===== src/rtl/load_store_unit_pkg.sv =====
// Shared types and legality helpers for the memory stage.
package load_store_unit_pkg;

  typedef enum logic [2:0] {
    MEM_B  = 3'd0,
    MEM_H  = 3'd1,
    MEM_W  = 3'd2,
    MEM_BU = 3'd4,
    MEM_HU = 3'd5
  } mem_size_t;

  typedef enum logic [1:0] {
    LSU_IDLE,
    LSU_REQ,
    LSU_DONE
  } lsu_state_t;

  function automatic logic f3_illegal(
    input logic [2:0] f3,
    input logic       is_st
  );
    return (f3 == 3'd3) || (f3 >= 3'd6) ||
           (is_st && (f3 >= 3'd3));
  endfunction

  function automatic logic misalign(
    input logic [2:0] f3,
    input logic [1:0] lo
  );
    return (((f3 == 3'd1) || (f3 == 3'd5)) && lo[0]) ||
           ((f3 == 3'd2) && (lo != 2'b00));
  endfunction

endpackage


===== src/rtl/lsu_lane_align.sv =====
// Byte-lane steering: store replication, byte enables,
// and load lane select with sign/zero extension.
module lsu_lane_align
  import load_store_unit_pkg::*;
(
  input  mem_size_t   size_i,
  input  logic [1:0]  off_i,
  input  logic [31:0] wdata_i,
  input  logic [31:0] rdata_i,
  output logic [31:0] wdata_o,
  output logic [3:0]  be_o,
  output logic [31:0] rdata_o
);

  logic [31:0] shifted;
  logic [15:0] half;

  always_comb begin
    shifted = rdata_i >> {off_i, 3'b000};
    half    = off_i[1] ? rdata_i[31:16] : rdata_i[15:0];
    wdata_o = wdata_i;
    be_o    = 4'b1111;
    rdata_o = rdata_i;
    case (size_i)
      MEM_B, MEM_BU: begin
        wdata_o = {4{wdata_i[7:0]}};
        be_o    = 4'b0001 << off_i;
        rdata_o = (size_i == MEM_B) ?
                  {{24{shifted[7]}}, shifted[7:0]} :
                  {24'b0, shifted[7:0]};
      end
      MEM_H, MEM_HU: begin
        wdata_o = {2{wdata_i[15:0]}};
        be_o    = off_i[1] ? 4'b1100 : 4'b0011;
        rdata_o = (size_i == MEM_H) ?
                  {{16{half[15]}}, half} :
                  {16'b0, half};
      end
      default: begin
        wdata_o = wdata_i;
        be_o    = 4'b1111;
        rdata_o = rdata_i;
      end
    endcase
  end

endmodule


===== src/rtl/load_store_unit.sv =====
// Memory stage: data-bus handshake, legality checks,
// timeout and single-cycle completion reporting.
module load_store_unit
  import load_store_unit_pkg::*;
#(
  parameter int unsigned TIMEOUT_CYCLES = 16
) (
  input  logic        clk,
  input  logic        rst_n,
  input  logic        re,
  input  logic        we,
  input  logic [2:0]  funct3,
  input  logic [31:0] addr,
  input  logic [31:0] wdata,
  output logic        stall,
  output logic        done,
  output logic [31:0] rdata,
  output logic        misaligned,
  output logic        illegal,
  output logic        bus_error,
  output logic [31:0] bus_addr,
  output logic [31:0] bus_wdata,
  output logic [3:0]  bus_be,
  output logic        bus_we,
  output logic        bus_re,
  input  logic        bus_ready,
  input  logic [31:0] bus_rdata
);

  lsu_state_t  state_q, state_d;
  logic [31:0] cnt_q, cnt_d;
  logic        st_q, st_d;
  logic [2:0]  size_q, size_d;
  logic [1:0]  off_q, off_d;
  logic [31:0] baddr_q, baddr_d;
  logic [31:0] bwd_q, bwd_d;
  logic [3:0]  be_q, be_d;
  logic [31:0] rdata_q, rdata_d;
  logic        mis_q, mis_d;
  logic        ill_q, ill_d;
  logic        err_q, err_d;

  logic        req, ill_in, mis_in, idle;
  logic [2:0]  sel_size;
  logic [1:0]  sel_off;
  logic [31:0] al_wdata, al_rdata;
  logic [3:0]  al_be;

  assign req    = re | we;
  assign idle   = (state_q == LSU_IDLE);
  assign ill_in = (re & we) | f3_illegal(funct3, we);
  assign mis_in = misalign(funct3, addr[1:0]);

  // Aligner sees live inputs while idle, captured access in REQ
  assign sel_size = idle ? funct3 : size_q;
  assign sel_off  = idle ? addr[1:0] : off_q;

  lsu_lane_align u_align (
    .size_i  (mem_size_t'(sel_size)),
    .off_i   (sel_off),
    .wdata_i (wdata),
    .rdata_i (bus_rdata),
    .wdata_o (al_wdata),
    .be_o    (al_be),
    .rdata_o (al_rdata)
  );

  assign bus_addr  = baddr_q;
  assign bus_wdata = bwd_q;

  always_ff @(posedge clk) begin
    if (!rst_n) begin
      state_q <= LSU_IDLE;
      cnt_q   <= '0;
      st_q    <= 1'b0;
      size_q  <= '0;
      off_q   <= '0;
      baddr_q <= '0;
      bwd_q   <= '0;
      be_q    <= '0;
      rdata_q <= '0;
      mis_q   <= 1'b0;
      ill_q   <= 1'b0;
      err_q   <= 1'b0;
    end else begin
      state_q <= state_d;
      cnt_q   <= cnt_d;
      st_q    <= st_d;
      size_q  <= size_d;
      off_q   <= off_d;
      baddr_q <= baddr_d;
      bwd_q   <= bwd_d;
      be_q    <= be_d;
      rdata_q <= rdata_d;
      mis_q   <= mis_d;
      ill_q   <= ill_d;
      err_q   <= err_d;
    end
  end

  always_comb begin
    state_d    = state_q;
    cnt_d      = cnt_q;
    st_d       = st_q;
    size_d     = size_q;
    off_d      = off_q;
    baddr_d    = baddr_q;
    bwd_d      = bwd_q;
    be_d       = be_q;
    rdata_d    = rdata_q;
    mis_d      = mis_q;
    ill_d      = ill_q;
    err_d      = err_q;
    stall      = 1'b0;
    done       = 1'b0;
    rdata      = '0;
    misaligned = 1'b0;
    illegal    = 1'b0;
    bus_error  = 1'b0;
    bus_be     = '0;
    bus_we     = 1'b0;
    bus_re     = 1'b0;
    case (state_q)
      LSU_IDLE: begin
        stall = req;
        if (req) begin
          st_d    = we;
          size_d  = funct3;
          off_d   = addr[1:0];
          cnt_d   = '0;
          rdata_d = '0;
          err_d   = 1'b0;
          ill_d   = ill_in;
          mis_d   = mis_in & ~ill_in;
          if (ill_in || mis_in) begin
            state_d = LSU_DONE;
          end else begin
            state_d = LSU_REQ;
            baddr_d = {addr[31:2], 2'b00};
            bwd_d   = al_wdata;
            be_d    = al_be;
          end
        end
      end
      LSU_REQ: begin
        stall  = 1'b1;
        bus_re = ~st_q;
        bus_we = st_q;
        bus_be = be_q;
        if (bus_ready) begin
          rdata_d = st_q ? '0 : al_rdata;
          state_d = LSU_DONE;
        end else if ((TIMEOUT_CYCLES != 0) &&
                     (cnt_q == 32'(TIMEOUT_CYCLES - 1))) begin
          err_d   = 1'b1;
          rdata_d = '0;
          state_d = LSU_DONE;
        end else begin
          cnt_d = cnt_q + 32'd1;
        end
      end
      LSU_DONE: begin
        done       = 1'b1;
        rdata      = rdata_q;
        misaligned = mis_q;
        illegal    = ill_q;
        bus_error  = err_q;
        state_d    = LSU_IDLE;
      end
      default: state_d = LSU_IDLE;
    endcase
  end

endmodule


===== config.mk =====
export PLATFORM = sky130hd
export DESIGN_NAME = load_store_unit
export DESIGN_NICKNAME = d
export VERILOG_FILES = /design/src/rtl/load_store_unit_pkg.sv /design/src/rtl/lsu_lane_align.sv /design/src/rtl/load_store_unit.sv
export SDC_FILE = /design/constraint.sdc
export NUM_CORES = 1
export LEC_CHECK = 0
export CAP_MARGIN = 25
export CORE_ASPECT_RATIO = 1.25
export CORE_MARGIN = 4
export CORE_UTILIZATION = 52
export CTS_BUF_LIST = sky130_fd_sc_hd__clkbuf_8
export CTS_CLUSTER_DIAMETER = 120
export DETAILED_ROUTE_END_ITERATION = 10
export PLACE_DENSITY = 0.88
export SYNTH_ARGS = -nofsm -noshare
export SYNTH_HDL_FRONTEND = slang
export SYNTH_SLANG_ARGS = --single-unit
export TNS_END_PERCENT = 50

===== constraint.sdc =====
create_clock -name clk -period 3.5 [get_ports clk]
set_input_delay 0.875 -clock clk [delete_from_list [all_inputs] [get_ports clk]]
set_output_delay 0.875 -clock clk [all_outputs]
set_load 0.01 [all_outputs]

==> results by group <==
Outcome
  • Run status: finished, final reports clean

Finish
  • Layout net count: 1,105
  • Fin area: 0.009246 mm²
  • Finished Core Util: 0.7302
  • Area of the multi-input gates: around 0.0036 mm²
  • Fill cells: 956
  • Reg area: around 0.0028 mm²
  • Area Overhead vs Synth: 38.49%
  • Layout cells sized above 1: 0.07806
  • N_diodes: 0

Critical path
  • Reg2Reg Depth: 6
  • Crit path arrival time: 2.24 ns
  • Largest fanout on the critical path: 7
  • CP Capture Type: output pin
  • R2R Path End: rdata_q[18]$_SDFFE_PN0P_
  • Crit start category: flip-flop
  • Worst setup path endpoint: bus_be[2]
  • Critical Path RT: 2.62 ns
  • RR Startpoint: state_q[0]$_SDFFE_PN0P_
  • Worst R2R Setup Slack: about 0.95 ns
  • Start point of the critical path: state_q[0]$_SDFFE_PN0P_
  • Worst setup path class: reg -> out

Die
  • Die Height: 134.7 µm
  • # rows: 46
  • Die footprint: 0.01473 mm²
  • Initial core utilization: 0.5273
  • Io pins: 211
  • Die W: 109.3 µm
  • CORE AREA: 0.01266 mm²

Logic synthesis
  • Synth cell types: 72
  • Register area share after synthesis: 0.4228
  • Avg Inst Size Synth: 8.263 µm²
  • Top cell type's share of synthesized area: 0.4228
  • Main synth FF type: dfxtp_1
  • Synth area leader: dfxtp_1
  • Post-synth EDFFs: 0
  • Synth async-reset ratio: 0
  • Top post-synthesis cells by area: dfxtp_1 42%, nand2_1 8.5%, a21oi_1 4.6%
  • Ys Warns: 0
  • Cells after synthesis: between 800 and 900
  • Post-Syn Area: between 0.006 and 0.007 mm²
  • Synth Register Bits: 141

Detailed routing
  • Via count: approximately 6,800
  • Routed WL: ~21 mm
  • Avg Vias per Cell: 5.804
  • WL/cell: 17.85 µm
  • Drt first pass iters: 7
  • Starting DRC count in detailed routing: 935
  • ANT nets after route: 0
  • Post-route DRC: 0

Global route
  • Overflow after GRT: 0
  • Initial antenna violation count: 0
  • Largest net degree at the start of global routing: 53
  • Vias in the first global route: 6,495
  • First-pass GRT wire length: between 30 and 40 mm
  • GRT Overall Usage: 0.2842

Clock network
  • CTS tree: done
  • CTS H-tree lvls: 4
  • Setup Buffers After CTS: 0
  • Post-CTS Resized: 0
  • Hold-fix buffers, CTS: 0
  • Total CTS buffers: 17
  • Root Driver: clkbuf_8
  • Clock transition at path regs: 0.07 ns
  • Sink Count: 141
  • Maximum clock path buffer count: 2
  • Clk_lat worst skew: 0.46 ns

STA
  • Period utilization: 0.8892
  • # setup viols final: 0
  • Worst-Margin Slew: 1.043 ns
  • Final Max Tran Viols: 0
  • Worst Skew: 0.01408 ns
  • Endpoints failing hold: 0
  • Tmin final: about 3.1 ns
  • Final TNS setup: 0 ns
  • Fmax: approximately 320 MHz
  • Slew HR: 0.3046
  • RSZ-0062 raised after global routing: no
  • Hold WS: 0.4507 ns

Worst hold path
  • Hold Crit Class: reg -> reg

Placement
  • Port Buffer Count: 208
  • Area of placed instances: between 0.008 and 0.009 mm²
  • Post-DP HPWL: 15.46 mm
  • Final RePlAce weighted congestion: 0.9599

Job
  • Max Cap Viol: 0

Power
  • Final total power: 0.003806 W
  • Cell area power density: between 400 and 500 mW/mm²
  • Peak supply drop: 0.0003205 V
  • Leak Pwr: approximately 3.2 nW
[cell type report]
cell class	instances	share of cell area
multi-input cells	603	0.3840
repair buffers	227	0.2447
well taps	168	0.02273
clock buffers	21	0.03126
clock inverters	10	0.007984
flip-flops and latches	141	0.3053
inverters	10	0.004060
[state kept, by name, summed over array words and instances, names as in the netlist, 2 cells and up]
signal / flops
state_q: 2
bus_addr: 30
off_q: 2
rdata_q: 32
size_q: 3
bus_wdata: 32
cnt_q: 32
be_q: 4
[critical path, stage by stage (launching register included)]
cell and delay [ns]:
dfxtp_1 0.49, inv_1 0.13, nor2_1 0.38, and2_1 0.23, clkdlybuf4s50_1 0.56
[cell families after synthesis]
family                     synth area share
adders and majority gates          0.001874
other                             0.0005617
muxes                               0.02455
DFF                                  0.4228
and+or+nand+nor                      0.2714
AOI/OAI and AO/OA                    0.2069
xor gates and xnor gates            0.02493
buffers and inverters               0.04704
[per-layer routing]
layer  wire (µm)  vias up  global-route usage
met3        1608       71             0.07795
met1        8053     3194              0.3384
li1            -     3265                   -
met4         945        0              0.1428
met5           0        -                   0
met2       10450      319              0.4661
[cell usage after synthesis (9+ instances only)]
library cell	count
mux2i_1	9
nand2_1	152
xor2_1	11
and2_1	43
or3_1	12
nor4_1	9
o2bb2ai_1	16
nor3_1	12
nand4_1	13
nand3_1	25
nor2_1	57
clkbuf_1	27
a311oi_1	18
a211oi_1	9
dfxtp_1	141
or2_2	9
buf_2	13
inv_1	9
o21ai_0	41
a21oi_1	61
[report_power, final]
part / internal, W / switching [W]
Combinational: 0.000391 / 0.000466
Sequential: 0.00168 / 0.0000468
Clock: 0.000618 / 0.000604
Total: 0.00269 / 0.00112
[through the flow]
| step | setup WS (ns) | cells |
|---|---|---|
| 2_1_floorplan | 1.149 | 809 |
| 3_3_place_gp | 0.3897 | 1149 |
| 3_5_place_dp | 0.2290 | 1149 |
| 4_1_cts | 0.3774 | 1180 |
| 5_1_grt | 0.2533 | 1180 |
| 6_report | 0.3878 | 1180 |
[worst min-delay path by stage]
| stage | startpoint | slack [ns] | end | depth (start not counted) |
|---|---|---|---|---|
| finish | be_q[0]$_SDFFE_PN0P_ | 0.45 | be_q[0]$_SDFFE_PN0P_ | 2 |
| global route | rdata_q[1]$_SDFFE_PN0P_ | 0.48 | rdata_q[1]$_SDFFE_PN0P_ | 1 |
| CTS | be_q[0]$_SDFFE_PN0P_ | 0.45 | be_q[0]$_SDFFE_PN0P_ | 2 |
| detailed placement | rdata_q[21]$_SDFFE_PN0P_ | 0.44 | rdata_q[21]$_SDFFE_PN0P_ | 1 |
| global placement | rdata_q[30]$_SDFFE_PN0P_ | 0.44 | rdata_q[30]$_SDFFE_PN0P_ | 1 |
| floorplan | rdata_q[16]$_SDFFE_PN0P_ | 0.42 | rdata_q[16]$_SDFFE_PN0P_ | 1 |
[cell usage in the layout, fill, tap and decap left out, drive strengths merged, types with 4 or more instances in the layout]
| master | n |
|---|---|
| or4 | 4 |
| clkinv | 5 |
| and3 | 5 |
| a222oi | 8 |
| clkdlybuf4s50 | 208 |
| nand2 | 152 |
| o21ai | 45 |
| or2 | 11 |
| nand3 | 25 |
| a221o | 8 |
| a32o | 7 |
| or3 | 12 |
| nand4 | 13 |
| xor2 | 11 |
| and2 | 43 |
| nor3 | 13 |
| o31ai | 4 |
| buf | 19 |
| mux2i | 11 |
| a311oi | 18 |
| clkbuf | 21 |
| a21oi | 62 |
| dfxtp | 141 |
| xnor2 | 8 |
| inv | 13 |
| nand3b | 7 |
| nor4 | 11 |
| o2bb2ai | 16 |
| a211oi | 9 |
| nor2 | 60 |
(Power assumes the default switching activity.)
==> RTL change 1: new RTL, same settings <==
The 3 states of `lsu_state_t` get a one-hot encoding in 3 bits.
--- a/src/rtl/load_store_unit_pkg.sv
+++ b/src/rtl/load_store_unit_pkg.sv
@@ -9,10 +9,10 @@
     MEM_HU = 3'd5
   } mem_size_t;
 
-  typedef enum logic [1:0] {
-    LSU_IDLE,
-    LSU_REQ,
-    LSU_DONE
+  typedef enum logic [2:0] {
+    LSU_IDLE = 3'b001,
+    LSU_REQ  = 3'b010,
+    LSU_DONE = 3'b100
   } lsu_state_t;
 
   function automatic logic f3_illegal(
Behaviour: same outputs for any inputs over 4 cycles, from zero or initial values and one cycle with rst_n low; so few cycles prove little.
==> RTL change 1 against the unedited design <==
  * Count of clock-buffer cells in the layout decreased by 4
  * Final area is 4.1% higher
  * Largest cell class unchanged
  * Sequential power barely moved
  * Total power increased by 5.4%
  * Wire length is 3.2% lower
  * Sequential cell count increased by 1
  * Worst setup slack worse by 180 ps
  * Combinational power increased by 7.4%
  * Area after synthesis grew 4.8%
  * Final cell count up 1.8%
  * Synthesized cell count up 1.7%
  * Fmax fell by 5.5%
  * Critical path depth is 1 higher
==> RTL change 1: results (changes against the unedited design) <==
Global route
  • Vias in the first global route: 6406 (was 6495)
  • Largest net degree at the start of global routing: 75 (was 53)
  • Total GRT Usage: 0.256 (was 0.284)
  • First-pass GRT wire length: 31800 um (was 33000 um)

STA
  • Clk_skew: 11.5 ps (was 14.1 ps)
  • Slew headroom: 0.371 (was 0.305)

Route
  • DR vias: 6737 (was 6849)
  • Drt pass-1 iters: 6 (was 7)
  • Via density: 5.61 (was 5.80)
  • WL per Instance: 17.0 um (was 17.8 um)

Critical path
  • Worst-path maximum fanout: 9 (was 7)
  • CP top delay family: simple AND/OR/NAND/NOR gates (was buffers and inverters)
  • CP peak stage delay: 620 ps (was 560 ps)
  • Crit path arrival time: 2420 ps (was 2240 ps)
  • Worst path slowest cell: or3b_1 (was clkdlybuf4s50_1)

Synth
  • Sequential element share of the synthesized area: 0.406 (was 0.423)
  • Synth area leaders: dfxtp_1, nand2_1, and2_1 (was dfxtp_1, nand2_1, a21oi_1)
  • Syn Area/Cell: 8.51 sq um (was 8.26 sq um)
  • Most frequent cells after synthesis: nand2_1, dfxtp_1, nor2_1 (was nand2_1, dfxtp_1, a21oi_1)

Job
  • Max_cap viols: 0 (unchanged)

Placed design
  • Placed cells: 1169 (was 1149)
  • Post-DP HPWL: 15000 um (was 15500 um)
  • Setup WS pre-CTS: 215 ps (was 229 ps)
  • Routability-driven placement congestion ratio: 0.910 (was 0.960)

Final layout
  • Share of post-route cells with drive strength above 1: 0.0922 (was 0.0781)
  • NumNets Final: 1122 (was 1105)

Pwr
  • Static Leak: 3.71 nW (was 3.22 nW)
  • Switching Power: 1.24 mW (was 1.12 mW)
  • IR drop worst, VDD: 0.299 mV (was 0.321 mV)

Outcome
  • Status: finished, final reports clean (unchanged)
==> RTL change 1: cell count changes after synthesis, moves of 13 or more <==
cell | unedited run | this run
o21ai_0 | 41 | 5
o2bb2ai_1 | 16 | 0
o21ai_1 | 4 | 17
a21boi_1 | 0 | 33
o211a_1 | 1 | 19
a21oi_1 | 61 | 36
a311oi_1 | 18 | 0
nor2b_1 | 3 | 24
==> RTL change 1: power groups by stage <==
stage                     clock (mW)  combinational, mW  sequential [mW]
after floorplan                    0              0.515             1.78
after global placement             0              0.902             1.76
after detailed placement           0              0.914             1.77
after CTS                       1.39              0.920             1.73
after global routing            1.45              0.995             1.74
final                           1.36              0.920             1.73
==> RTL change 1: kinds of logic (layout without fill, tap and decap cells) <==
group                    count (synthesis)  after routing  share of synthesized area
AND/OR/NAND/NOR                        355            355                      0.244
flip-flops                             142            142                      0.406
buffers and inverters                   69            276                     0.0504
adder cells (fa/ha/maj)                  1              1                    0.00179
AO/OA/AOI/OAI                          205            205                      0.225
other                                    1              2                   0.000536
multiplexers                            23             23                     0.0400
XOR/XNOR                                26             26                     0.0325
==> RTL change 1: per-layer routing <==
metal | vias up | GRT usage | part of all wire
met2 | 283 | 0.453 | 0.50
met5 | - | 0 | 0
met4 | 0 | 0.125 | 0.038
met3 | 53 | 0.0756 | 0.069
li1 | 3262 | - | -
met1 | 3139 | 0.280 | 0.39
==> RTL change 1: through the flow <==
| step | instance area [sq um] | utilization | total power [mW] |
|---|---|---|---|
| final | 9620 | 0.727 | 4.01 |
| after global routing | 9620 | 0.727 | 4.19 |
| after CTS | 9620 | 0.727 | 4.04 |
| after detailed placement | 9210 | 0.696 | 2.68 |
| after global placement | 9210 | 0.696 | 2.67 |
| after floorplan | 7000 | - | 2.30 |
==> RTL change 1: worst reg2reg max path, stage by stage, from the launching register on <==
cell     delay, ps
dfxtp_1        410
or3b_1         620
nor2_4         200
buf_4          180
nand3_2        460
buf_4          360
a21oi_1        150
nor2b_1         60
==> RTL change 1: final timing paths <==
path | to | cells past startpoint | slack (ps) | startpoint
setup / recovery | stall | 5 | 210 | state_q[0]$_SDFFE_PN1P_
setup reg to reg | bus_wdata[25]$_SDFFE_PN0P_ | 7 | 950 | state_q[0]$_SDFFE_PN1P_
hold / removal | rdata_q[15]$_SDFFE_PN0P_ | 2 | 450 | rdata_q[15]$_SDFFE_PN0P_
hold reg to reg | rdata_q[15]$_SDFFE_PN0P_ | 2 | 450 | rdata_q[15]$_SDFFE_PN0P_
==> RTL change 1: area by class of cell <==
type | count | area [sq um]
Tap cell | 171 | 214
Multi-Input combinational cell | 612 | 3810
Clock buffer | 17 | 234
Fill cell | 1000 | 3610
Clock inverter | 15 | 175
Timing Repair Buffer | 233 | 2300
Inverter | 11 | 41.3
Sequential cell | 142 | 2840
==> RTL change 2: new RTL, same flow settings <==
Made on the original files. The parameter `TIMEOUT_CYCLES` goes from 16 to 8.
--- a/src/rtl/load_store_unit.sv
+++ b/src/rtl/load_store_unit.sv
@@ -3,7 +3,7 @@
 module load_store_unit
   import load_store_unit_pkg::*;
 #(
-  parameter int unsigned TIMEOUT_CYCLES = 16
+  parameter int unsigned TIMEOUT_CYCLES = 8
 ) (
   input  logic        clk,
   input  logic        rst_n,
Function: same outputs for any inputs over 4 cycles, from zero or initial values and one cycle with rst_n low; that may be too few to reach the edited logic, so the function may still have changed.
==> RTL change 2 against the unedited design <==
  * Sequential cell count stayed put
  * Hold slack better by 4.9 ps
  * Area after synthesis is 1.9% higher
  * Fmax is 2.2% lower
  * Final area is 3.1% higher
  * Total power is 4.5% higher
  * Worst setup slack worse by 71 ps
  * Wire length is 0.15% lower
==> RTL change 2: results (changes against the unedited design) <==
Outcome
  • Status: finished, final reports clean (unchanged)

Critical path
  • Setup crit start: we (was state_q[0]$_SDFFE_PN0P_)
  • Worst Setup EP: stall (was bus_be[2])
  • Flop2flop setup slack: 1050 ps (was 950 ps)
  • FF-to-FF Start: state_q[1]$_SDFFE_PN0P_ (was state_q[0]$_SDFFE_PN0P_)
  • Crit path arrival time: 2310 ps (was 2240 ps)

Global route
  • Met1 Use GR: 0.327 (was 0.338)
  • First-pass GRT wire length: 33300 um (was 33000 um)
  • Grt met2 use: 0.468 (was 0.466)
  • Total GRT Usage: 0.279 (was 0.284)
  • Met3 usage: 0.0736 (was 0.0780)

Placed design
  • Placed cell area: 9130 sq um (was 8880 sq um)
  • Placed cells: 1152 (was 1149)
  • Post-DP HPWL: 15000 um (was 15500 um)
  • Routability-driven placement congestion ratio: 0.902 (was 0.960)

Pwr
  • Static Leak: 3.59 nW (was 3.22 nW)
  • P_comb: 0.937 mW (was 0.857 mW)
  • Clock Power Share: 0.332 (was 0.321)
  • Total power: 3.98 mW (was 3.81 mW)

Final layout
  • Fraction of area in multi-input gates: 0.385 (was 0.384)
  • NumNets Final: 1109 (was 1105)
  • Area growth, synth to finish: 40.2% (was 38.5%)
  • Buffers excl. clock: 241 (was 227)
  • Clock buffer count: 17 (was 21)

Synth
  • Synth area leaders: dfxtp_1, nand2_1, a21oi_1 (unchanged)
  • Netlist cell types: 69 (was 72)
  • Most frequent cells after synthesis: dfxtp_1, nand2_1, nor2_1 (was nand2_1, dfxtp_1, a21oi_1)

Route
  • DR vias: 6944 (was 6849)
  • DRC marker count from the first detailed-route iteration: 497 (was 935)
  • Via density: 5.86 (was 5.80)
  • Drt pass-1 iters: 6 (was 7)

Min path
  • Hold EP: bus_addr[10]$_SDFFE_PN0P_ (was be_q[0]$_SDFFE_PN0P_)
  • HP Start: bus_addr[10]$_SDFFE_PN0P_ (was be_q[0]$_SDFFE_PN0P_)

STA
  • Final period utilization: 0.909 (was 0.889)

Clock network
  • Later-pin clock latency in the skew report: 440 ps (was 460 ps)
==> RTL change 2: changes by cell type after synthesis, sizes merged, moves of 11 or more <==
| cell | unedited run | this run |
|---|---|---|
| nand2 | 152 | 114 |
| nor4b | 3 | 20 |
| a21o | 2 | 17 |
| o2bb2ai | 16 | 0 |
| a21boi | 0 | 11 |
| o21ai | 45 | 23 |
==> RTL change 2: routing by layer <==
layer	vias up	share of wire	wire length, um
met1	3240	0.39	8110
met3	66	0.078	1630
met5	-	0	0
met2	315	0.49	10400
li1	3323	-	-
met4	0	0.044	920
==> RTL change 2: cell families (layout without fill, tap and decap cells) <==
family,count (synthesis),in the layout,share of synthesized area
and+or+nand+nor,334,334,0.252
AOI/OAI and AO/OA,211,211,0.226
DFF,141,141,0.415
buffers and inverters,77,288,0.0493
xor gates and xnor gates,21,21,0.0270
muxes,19,19,0.0283
adders and majority gates,1,1,0.00184
other,1,2,0.000551
